### src/rtl/rrf.sv
// Retirement register file: committed arch->phys map updated by ROB retires,
// returns the displaced physical register one cycle later, feeds RAT recovery.
package rrf_pkg;
    localparam int unsigned NUM_ARCH = 32;
    localparam int unsigned NUM_PHYS = 64;
    localparam int unsigned PHYS_W   = $clog2(NUM_PHYS);
    localparam int unsigned ARCH_W   = $clog2(NUM_ARCH);

    typedef struct packed {
        logic              monitor_regf_we;
        logic [ARCH_W-1:0] monitor_rd_addr;
    } rvfi_t;

    typedef struct packed {
        logic [PHYS_W-1:0] pd;
        rvfi_t             rvfi;
    } rob_entry_t;
endpackage

module rrf
    import rrf_pkg::*;
(
    input  logic                              clk,
    input  logic                              rst,
    input  logic                              dequeue_valid,
    input  rob_entry_t                        rob_out,
    input  logic                              flush,
    output logic                              free_valid,
    output logic [PHYS_W-1:0]                 free_preg,
    output logic [NUM_ARCH-1:0][PHYS_W-1:0]   rrf_map,
    output logic                              restore_valid,
    output logic [31:0]                       retire_count
);

    logic [NUM_ARCH-1:0][PHYS_W-1:0] map_q, map_d;
    logic                            free_valid_q, free_valid_d;
    logic [PHYS_W-1:0]               free_preg_q, free_preg_d;
    logic [31:0]                     retire_count_q, retire_count_d;

    logic              wr;
    logic [ARCH_W-1:0] rd;
    logic [PHYS_W-1:0] pd;
    logic [PHYS_W-1:0] old_pd;

    assign rd     = rob_out.rvfi.monitor_rd_addr;
    assign pd     = rob_out.pd;
    assign wr     = dequeue_valid && rob_out.rvfi.monitor_regf_we && (rd != '0);
    assign old_pd = map_q[rd];

    always_comb begin
        map_d          = map_q;
        free_valid_d   = 1'b0;
        free_preg_d    = free_preg_q;
        retire_count_d = retire_count_q;
        if (wr) begin
            map_d[rd]      = pd;
            // Rewriting the same tag would free a register that is still live.
            free_valid_d   = (old_pd != pd);
            free_preg_d    = old_pd;
            retire_count_d = retire_count_q + 32'd1;
        end
    end

    always_comb begin
        rrf_map = map_q;
        if (wr) begin
            rrf_map[rd] = pd;
        end
    end

    always_ff @(posedge clk) begin
        if (rst) begin
            for (int i = 0; i < int'(NUM_ARCH); i++) begin
                map_q[i] <= PHYS_W'(i);
            end
            free_valid_q   <= 1'b0;
            free_preg_q    <= '0;
            retire_count_q <= '0;
        end else begin
            map_q          <= map_d;
            free_valid_q   <= free_valid_d;
            free_preg_q    <= free_preg_d;
            retire_count_q <= retire_count_d;
        end
    end

    assign free_valid    = free_valid_q;
    assign free_preg     = free_preg_q;
    assign retire_count  = retire_count_q;
    assign restore_valid = flush && !rst;

endmodule

### config.mk
export PLATFORM = sky130hd
export DESIGN_NAME = rrf
export DESIGN_NICKNAME = d
export VERILOG_FILES = /design/src/rtl/rrf.sv
export SDC_FILE = /design/constraint.sdc
export NUM_CORES = 1
export LEC_CHECK = 0
export BUFFER_PORTS_ARGS = -buffer_cell sky130_fd_sc_hd__clkbuf_2
export CAP_MARGIN = 10
export CORE_MARGIN = 2
export CORE_UTILIZATION = 57
export DETAILED_ROUTE_END_ITERATION = 12
export GPL_ROUTABILITY_DRIVEN = 0
export PLACE_DENSITY_LB_ADDON = 0.2
export SLEW_MARGIN = 15
export SYNTH_ARGS = -nofsm -noshare
export SYNTH_HDL_FRONTEND = slang
export SYNTH_SLANG_ARGS = --single-unit
### constraint.sdc
create_clock -name clk -period 8.1 [get_ports clk]
set_input_delay 2.025 -clock clk [delete_from_list [all_inputs] [get_ports clk]]
set_output_delay 2.025 -clock clk [all_outputs]
set_load 0.01 [all_outputs]
== Word level (Yosys, flattened, before mapping) ==
Index checks and enable logic that the tools add are counted.

* Reductions and logical operators: 7
* Order comparisons: 2
* Eq/ne operators: 1
* Muxes and demuxes: 6
* Add/subtract/negate cells: 1
* Bitwise gates (word level): 1

{| class="wikitable"
|+ Operators by type and width
! cell !! number
|-
| 192-bit bitwise mux || 1
|-
| 192-bit two-way mux || 1
|-
| 32-bit by 1-bit adder with 32-bit output, second input constant || 1
|-
| 6-bit binary-select mux with 5-bit select || 1
|-
| 6-bit demux with 5-bit select || 1
|-
| 6-bit two-way mux || 2
|-
| 5-bit by 6-bit < comparator with 1-bit output, second input constant || 1
|-
| 6-bit != test || 1
|-
| 5-bit by 1-bit greater-or-equal comparator with 1-bit output, second input constant || 1
|-
| 5-bit nonzero test || 1
|-
| 1-bit logical AND || 4
|-
| 2-bit OR reduction || 1
|-
| 1-bit logical NOT || 1
|-
| 1-bit inverter || 1
|}

* Output and inout bits: 232
* Bits of input ports: 16
* Register bits: 231
* Word-level logic and storage cells: 53

== Longest topological paths before layout ==
Gate-level depths: netlist of the first run.

* Depth in word-level cells: 6
* Gate-level depth with buffers: 10

== Worst setup path after synthesis of the first run ==
Ideal clock, no wire load.

* Path type: input to output
* From: in rob_out[3] (netlist bit)
* To: out rrf_map[31] (netlist bit)
* Data arrival time: 3558 ps
* Buffers on the path: 2
* Stages on the path: 6
* Data required time: 6075 ps
* Path slack: 2517 ps
* Cells stage by stage: buf_2 nand2b_1 or3_1 buf_2 nor3b_2 mux2_2

{| class="wikitable"
|+ RTL lines
! element !! line !! source
|-
| start, declared || 26 || <nowiki>input rob_entry_t rob_out,</nowiki>
|-
| end, declared || 30 || <nowiki>output logic [NUM_ARCH-1:0][PHYS_W-1:0] rrf_map,</nowiki>
|}

==> results of run 1 <==
[metrics by stage]
step | setup WS (ns) | instance area (um^2) | utilization [%]
after CTS | 1.43 | 12900 | 69.0
after global routing | 1.26 | 12900 | 69.0
after detailed placement | 1.44 | 12200 | 64.8
after global placement | 1.51 | 12200 | 64.8
final | 1.36 | 12900 | 69.0
after floorplan | 2.52 | 11000 | -
[state kept, by name, summed over array words and instances (netlist names)]
name / count
map_q: 192
free_preg: 6
retire_count: 32
free_valid: 1
[cells in the final DEF, fill, tap and decap left out, types with 4 or more instances in the layout]
master	instances
a21oi_1	9
or3_1	8
nor2_1	66
o22ai_1	27
mux2_2	186
xor2_1	26
nand4b_1	5
nand4_1	10
xnor2_1	7
nor4_1	8
nor3_1	7
clkbuf_8	5
buf_4	4
clkbuf_1	8
nand3_1	14
dfxtp_1	231
o21ai_0	4
and3_1	5
clkbuf_16	25
mux4_2	19
or2_2	83
nor2b_1	117
clkbuf_2	245
mux2i_1	59
nand2_1	25
a22oi_1	4
o211ai_1	5
[synth_stat cells (2+ instances only)]
cell and n:
or3_1 8, buf_6 2, buf_4 9, nand4bb_1 3, buf_2 6, nor3_1 7
or4b_1 2, o211ai_1 5, nor3_2 3, a21oi_1 9, nor2_1 66, o22ai_1 27
buf_1 2, nand4_1 10, nand2b_1 3, o21ai_0 4, nand4b_1 5, a22oi_1 4
mux2i_1 59, mux4_1 2, and4_1 2, nand2_1 25, mux4_2 19, xor2_1 26
nor2b_1 117, clkbuf_1 56, or2_2 83, and3_1 5, dfxtp_1 231, mux2_2 186
nand3_1 14, xnor2_1 7, nor4_1 8
[final timing paths]
path                    startpoint  depth (start not counted)  slack (ns)          endpoint
hold / removal    retire_count[31]                          2        0.48  retire_count[31]
setup / recovery        rob_out[1]                          7        1.36       rrf_map[72]
setup reg to reg   retire_count[5]                          7        5.80  retire_count[30]
hold reg to reg   retire_count[31]                          2        0.48  retire_count[31]
[final cells by class]
class                   instances  share of cell area, %
well taps                     234                   2.26
inverters                       1                 0.0290
multi-input cells             721                   46.1
flip-flops and latches        231                   35.7
repair buffers                250                   9.79
clock buffers                  38                   5.60
clock inverters                 5                  0.435
[metal layers]
| metal | up-vias | wire [um] | GRT usage [%] |
|---|---|---|---|
| met2 | 291 | 14500 | 49.0 |
| met3 | 63 | 1950 | 6.00 |
| met5 | - | 0 | 0 |
| met4 | 0 | 1110 | 10.4 |
| met1 | 4146 | 12700 | 36.1 |
| li1 | 3992 | - | - |
[cells by family after synthesis]
| logic type | after synthesis |
|---|---|
| adder cells (fa/ha/maj) | 1 |
| multiplexers | 266 |
| XOR/XNOR | 33 |
| AO/OA/AOI/OAI | 53 |
| AND/OR/NAND/NOR | 368 |
| buffers and inverters | 77 |
| flip-flops | 231 |
[worst min-delay path, cell delays in order, from the launching register on]
cell and delay, ns:
dfxtp_1 0.31, o21ai_0 0.07, a21oi_1 0.06
[power by group through the flow]
stage,Combinational [mW],Sequential (mW),Clock (mW)
floorplan,0.101,1.17,0
global placement,0.143,1.17,0
detailed placement,0.144,1.17,0
CTS,0.144,1.15,1.10
global route,0.155,1.15,1.15
finish,0.146,1.15,1.09
==> results_dict.tcl, run 1 <==
set metrics [dict create \
    status "finished, final reports clean" \
    critPathLaunchType "input port" \
    avgRoutedWirePerCell_um 20.5 \
    die_h_um 143 \
    vias_per_cell 5.74 \
    dpl.hpwl_um 20600 \
    synthesis.area_um2 11000 \
    cts_sinks 231 \
    diodes 0 \
    path_buf_inv 2 \
    synth_flop_cell "dfxtp_1" \
    seq_power_share_pct 48.2 \
    clkTransAtPathRegs_ns 0.06 \
    leakagePower_nw 5.32 \
    synth_nets 1046 \
    drive_gt1_share_pct 46.8 \
    nets 1247 \
    synth_edf_count 0 \
    max_stage_delay_ns 0.53 \
    dp.cells 1437 \
    grt_overflow_total 0 \
    cp_slowest_cell "nand3_1" \
    ys_seq_elements 231 \
    yosysWarnings 0 \
    synth.avg_cell_area_um2 10.6 \
    synthAdderAreaFrac_pct 0.114 \
    fp.coreArea_um2 18800 \
    period_needed_ns 6.74 \
    numPortBuffers 247 \
    vdd_ir_drop_max_v 0.000141 \
    multi_input_area_um2 5970 \
    worstMarginPinSlew_ns 0.976 \
    ant_nets 0 \
    hold_slack_ns 0.484 \
    power_frac_clock_pct 45.7 \
    clk_latency_ns 0.51 \
    syn_inst 1029 \
    min_path_type "reg2reg" \
    cts-root-buf "clkbuf_16" \
    rsz0062_at_grt "false" \
    die_w_um 143 \
    synth_top_family_by_area "multiplexers" \
    synthMuxAreaShare_pct 28.9 \
    fmax_mhz 148 \
    ctsResizeCount 0 \
    cts_buffers 25 \
    synth.distinct_cells 47 \
    synth_top_cell_by_area "dfxtp_1" \
    grt_pass1_wl_um 45300 \
    fin_skew_ns 0.0112 \
    htree_levels 1 \
    synthSimpleGateAreaFrac_pct 19.6 \
    worstPathArrival_ns 4.72 \
    cp_top_family "simple AND/OR/NAND/NOR gates" \
    fillers 1486 \
    synth_xor_xnor_area_share_pct 2.64 \
    final_cell_count_no_fill 1480 \
    finalSetupViolCount 0 \
    start_util_pct 58.4 \
    worstSetupPathType "in2out" \
    synthArstFlopShare_pct 0 \
    area_growth_pct 18.1 \
    cts_tree "yes" \
    power_mw 2.38 \
    synth.top_cell.area_share_pct 42.2 \
    clk_path_buf_depth 3 \
    slew_headroom_pct 34.9 \
    vias 8492 \
    drt_pass1_iterations 5 \
    endpoint_kind "primary output" \
    die-area_um2 20300 \
    ctsHoldBuffers 0 \
    synthTopCellsByArea "dfxtp_1, mux2_2, nor2b_1" \
    fin_crit_sh_pct 83.3 \
    io_pins 248 \
    synth_compound_area_share_pct 3.27 \
    max_cap_violations 0 \
    p_switching_mw 0.547 \
    p_sw_share_pct 22.9 \
    p_int_mw 1.84 \
    seq_area_um2 4620 \
    drt_wl_total_um 30300 \
    grt_util_all_layers_pct 28.8 \
    drt_drc_violations_left 0 \
    antenna_found_initial 0 \
    grt_start_max_net_pins 140 \
    finalMaxSlewViolations 0 \
    finalHoldViolations 0 \
    comb_power_share_pct 6.1 \
    grt_pass1_vias 8145 \
    crit_fanout 43 \
    yosysSeqAreaShare_pct 42.2 \
    crit_required_ns 6.08 \
    crit_path_cell_trace "buf_4 > nor2_1 > a21o_1 > nor3_2 > nand3_1 > mux2_2 > clkbuf_2" \
    fp-row-count 50 \
    power.density_nw_per_um2 184 \
    drt-initial-drc-count 402 \
    tns_ns 0 \
    cts_setup_buffers 0 \
]
Note: power is estimated with default switching activity, not from simulation.
==> run 2: changes to the inputs <==
CORE_UTILIZATION = 55   (was 57)
clock period = 6.55 ns   (was 8.1 ns; I/O delays follow)
==> run 2 against run 1 <==
Sequential cell count stayed put. Global-route usage is 1.7 points lower. Critical path depth is 1 lower. Sequential share of layout area is 0.20 points lower. Wire length is 1.5% lower. Sequential power is 23% higher. Via count is 0.73% lower. First-iteration DRC count is 19% higher. Largest power group unchanged. Die area is 3.5% higher. Highest routed layer is now met5.
==> results_dict.tcl, run 2 (same netlist as run 1, synthesis figures left out) <==
set metrics [dict create \
    status "finished, final reports clean" \
    critPathLaunchType "input port" \
    clkTransAtPathRegs_ns 0.06 \
    dpl.hpwl_um 20600 \
    dp_slack_ns 1.05 \
    die_w_um 145 \
    clk_latency_ns 0.52 \
    cp_top_family "simple AND/OR/NAND/NOR gates" \
    clk_path_buf_depth 3 \
    io_pins 248 \
    fillers 1577 \
    vias_per_cell 5.56 \
    cts_buffers 25 \
    finalSetupViolCount 0 \
    max_cap_violations 0 \
    cts_tree "yes" \
    final_cell_area_um2 13000 \
    regMostFlops "map_q" \
    layout_commonest_cell "clkbuf_2" \
    die_h_um 145 \
    htree_levels 1 \
    power.density_nw_per_um2 227 \
    fmax_mhz 180 \
    crit_path_frequent_cell "clkbuf_2" \
    grt_pass1_vias 7982 \
    grt_start_max_net_pins 124 \
    cp_slowest_cell "nor2_1" \
    layout_setup_ws_ns 1.01 \
    leakagePower_nw 5.35 \
    grt_pass1_wl_um 45300 \
    crit_required_ns 4.91 \
    fin_skew_ns 0.0184 \
    fp.coreArea_um2 19500 \
    seq_power_share_pct 48.0 \
    drive_gt1_share_pct 47.2 \
    crit_fanout 24 \
    numPortBuffers 247 \
    slew_headroom_pct 29.8 \
    fp-row-count 51 \
    endpoint_kind "primary output" \
    vias 8430 \
    fin_crit_sh_pct 84.6 \
    drt_pass1_iterations 4 \
    drt-initial-drc-count 477 \
    drt_drc_violations_left 0 \
    crit_path_cell_trace "clkbuf_2 > nor2b_1 > nand2_1 > nor2_1 > mux2_2 > clkbuf_2" \
    power_frac_clock_pct 45.9 \
    ctsResizeCount 0 \
    drt_wl_total_um 29800 \
    rsz0062_at_grt "false" \
    ant_nets 0 \
    path_buf_inv 2 \
    max_stage_delay_ns 0.70 \
    largest_reg_flops 192 \
    finalMaxSlewViolations 0 \
    cts-root-buf "clkbuf_16" \
    placed_area_um2 12200 \
    cts_sinks 231 \
    ctsHoldBuffers 0 \
    worstMarginPinSlew_ns 1.05 \
    worstSetupPathType "in2out" \
    p_switching_mw 0.675 \
    nets 1249 \
    cts_setup_buffers 0 \
    area_growth_pct 18.8 \
    finalHoldViolations 0 \
    start_util_pct 56.1 \
    hold_slack_ns 0.483 \
    worstPathArrival_ns 3.90 \
    grt_overflow_total 0 \
    period_needed_ns 5.54 \
    mostFrequentLayoutCells "clkbuf_2, dfxtp_1, mux2_2, nor2b_1, or2_2" \
    vdd_ir_drop_max_v 0.000177 \
    grt_util_all_layers_pct 27.0 \
    die-area_um2 21100 \
    antenna_found_initial 4 \
    comb_power_share_pct 6.1 \
    min_path_type "reg2reg" \
    avgRoutedWirePerCell_um 19.7 \
    tns_ns 0 \
    p_sw_share_pct 22.9 \
    p_int_mw 2.28 \
]
[run 2: cell types whose count changed in the layout (fill, tap and decap cells not counted), sizes merged]
cell / previous run / this run
inv: 2 / 1
buf: 5 / 7
clkbuf: 283 / 281
clkinv: 2 / 6
diode: 0 / 2
[run 2: per-layer routing]
metal / track usage, % / vias up / wire [um]
met1: 35.9 / 4088 / 12500
met3: 5.00 / 49 / 1980
li1: - / 3994 / -
met4: 8.92 / 2 / 886
met2: 44.6 / 297 / 14500
met5: 0 / - / 14
[run 2: cell type report]
class	instances	area (um^2)	share of cell area, %
clock buffers	36	727	5.59
diodes	2	5.00	0.0385
inverters	1	3.75	0.0288
repair buffers	252	1280	9.85
clock inverters	8	67.6	0.519
flip-flops and latches	231	4620	35.5
well taps	265	332	2.55
multi-input cells	721	5970	45.9
[run 2: final timing paths]
| check | depth (start not counted) | slack, ns | startpoint | to |
|---|---|---|---|---|
| worst max-delay path | 6 | 1.01 | rob_out[4] | rrf_map[158] |
| worst max register to register | 7 | 4.27 | map_q[85] | free_valid |
| worst min-delay path | 1 | 0.48 | map_q[0] | map_q[0] |
| worst min register to register | 1 | 0.48 | map_q[0] | map_q[0] |
[run 2: worst reg2reg max path, cell delays in order, from the launching register on]
cell	delay [ns]
dfxtp_1	0.31
mux2i_1	0.27
o22ai_1	0.13
nor4_1	0.61
o211ai_1	0.27
xor2_1	0.20
nor3_1	0.20
a311oi_1	0.12
[run 2: metrics by stage]
stage / utilization (%) / instances / power, mW
3_5_place_dp: 62.6 / 1470 / 1.63
3_3_place_gp: 62.6 / 1470 / 1.63
6_report: 66.6 / 1516 / 2.95
5_1_grt: 66.6 / 1516 / 3.05
4_1_cts: 66.6 / 1514 / 2.98
2_1_floorplan: - / 1029 / 1.57
[run 2: power groups by stage]
stage / combinational [mW] / sequential, mW / clock, mW
CTS: 0.177 / 1.42 / 1.38
floorplan: 0.125 / 1.45 / 0
finish: 0.179 / 1.42 / 1.36
detailed placement: 0.177 / 1.45 / 0
global route: 0.191 / 1.42 / 1.44
global placement: 0.176 / 1.45 / 0
==> run 3: changes to the inputs <==
CORE_UTILIZATION = 49   (was 55)
clock period = 4.48 ns   (was 6.55 ns; I/O delays follow)
==> run 3 against run 2 <==
Die area increased by 12%. Clock skew decreased by 0.0084 ns. Sequential share of layout area decreased by 0.77 points. Via count increased by 1.3%. Worst hold slack about the same. Non-clock buffer count increased by 26. Final cell count increased by 2.8%. Register-to-register slack got worse by 2.1 ns. Clock power increased by 57%. Power increased by 52%. Combinational power increased by 55%. Utilization decreased by 5.9 points. Critical endpoint is now rrf_map[50]. Largest cell class unchanged.
==> results_dict.tcl, run 3 (same netlist as run 1, synthesis figures left out) <==
set metrics [dict create \
    status "finished, final reports clean" \
    dp.cells 1511 \
    drt_pass1_iterations 9 \
    cp_slowest_cell "nand3_1" \
    min_path_type "reg2reg" \
    die_w_um 154 \
    slew_headroom_pct 37.5 \
    cts_setup_buffers 0 \
    fmax_mhz 227 \
    crit_required_ns 3.36 \
    htree_levels 1 \
    fp.coreArea_um2 21900 \
    fin_util_pct 60.8 \
    fin_crit_sh_pct 98.4 \
    ant_nets 0 \
    drt_wl_total_um 31700 \
    placed_area_um2 12400 \
    ctsHoldBuffers 0 \
    finalMaxSlewViolations 0 \
    nets 1275 \
    vias 8541 \
    dp_slack_ns 0.0911 \
    period_needed_ns 4.41 \
    layout_commonest_cell "clkbuf_2" \
    final_cell_area_um2 13300 \
    fillers 1923 \
    drive_gt1_share_pct 48.1 \
    cts_buffers 25 \
    finalHoldViolations 0 \
    cts_tree "yes" \
    vias_per_cell 5.48 \
    dpl.hpwl_um 22200 \
    layout_setup_ws_ns 0.0719 \
    vdd_ir_drop_max_v 0.000193 \
    cp_top_family "simple AND/OR/NAND/NOR gates" \
    worstPathArrival_ns 3.29 \
    grt_util_all_layers_pct 25.9 \
    antenna_found_initial 2 \
    ctsResizeCount 0 \
    start_util_pct 50.1 \
    fin_skew_ns 0.0100 \
    crit_path_cell_trace "clkbuf_2 > nor3_2 > a21o_1 > nor3_2 > nand3_1 > mux2_2 > clkbuf_2" \
    fp-row-count 54 \
    mostFrequentLayoutCells "clkbuf_2, dfxtp_1, mux2_2, nor2b_1, or2_2" \
    finalSetupViolCount 0 \
    critPathLaunchType "input port" \
    clkTransAtPathRegs_ns 0.06 \
    tns_ns 0 \
    endpoint_kind "primary output" \
    crit_fanout 11 \
    cts_sinks 231 \
    grt_pass1_wl_um 48300 \
    grt_overflow_total 0 \
    worstSetupPathType "in2out" \
    max_cap_violations 0 \
    max_stage_delay_ns 0.51 \
    die-area_um2 23600 \
    largest_reg_flops 192 \
    area_growth_pct 21.4 \
    final_cell_count_no_fill 1558 \
    clk_path_buf_depth 3 \
    power_mw 4.49 \
    io_pins 248 \
    die_h_um 154 \
    drt_drc_violations_left 0 \
    cts-root-buf "clkbuf_16" \
    clk_latency_ns 0.52 \
    leakagePower_nw 5.51 \
    worstMarginPinSlew_ns 0.937 \
    numPortBuffers 247 \
    power.density_nw_per_um2 338 \
    hold_slack_ns 0.482 \
    grt_start_max_net_pins 169 \
    avgRoutedWirePerCell_um 20.3 \
    regMostFlops "map_q" \
    path_buf_inv 2 \
    grt_pass1_vias 8228 \
    rsz0062_at_grt "false" \
    drt-initial-drc-count 631 \
]
## run 3: cell count changes in the layout (fill, tap and decap cells not counted), sizes merged
cell / change
bufinv: +3
buf: +26
clkbuf: +1
clkinv: -2
clkinvlp: -1
## run 3: layout make-up
cell class	instances	area [um^2]	share of cell area, %
Multi-Input combinational cell	721	5980	44.9
Sequential cell	231	4620	34.8
Timing Repair Buffer	278	1490	11.2
Clock buffer	37	711	5.34
Tap cell	280	350	2.63
Clock inverter	8	140	1.05
Antenna cell	2	5.00	0.0376
Inverter	1	3.75	0.0282
## run 3: final timing paths
check | end | cells after the start | slack [ns] | startpoint
worst min-delay path | map_q[4] | 1 | 0.48 | map_q[4]
worst max register to register | retire_count[31] | 6 | 2.17 | retire_count[3]
worst max-delay path | rrf_map[50] | 7 | 0.07 | rob_out[4]
worst min register to register | map_q[4] | 1 | 0.48 | map_q[4]
## run 3: worst register-to-register path, delay by kind of cell (launching register included)
family,cells,cell delay [ns]
AND/OR/NAND/NOR,4,1.13
AO/OA/AOI/OAI,2,0.67
flip-flops,1,0.44
## run 3: routing by layer
layer	routed length, um	global-route usage, %
met1	15000	38.2
met2	13700	39.0
met3	2330	5.47
met4	695	6.16
met5	0	0
## run 3: power by group
group	total, mW	leakage [nW]	internal [mW]	switching [mW]
clock network	2.14	0.418	1.32	0.821
logic	0.277	3.22	0.0950	0.182
registers	2.07	1.87	2.07	0.00710
total	4.49	5.51	3.48	1.01
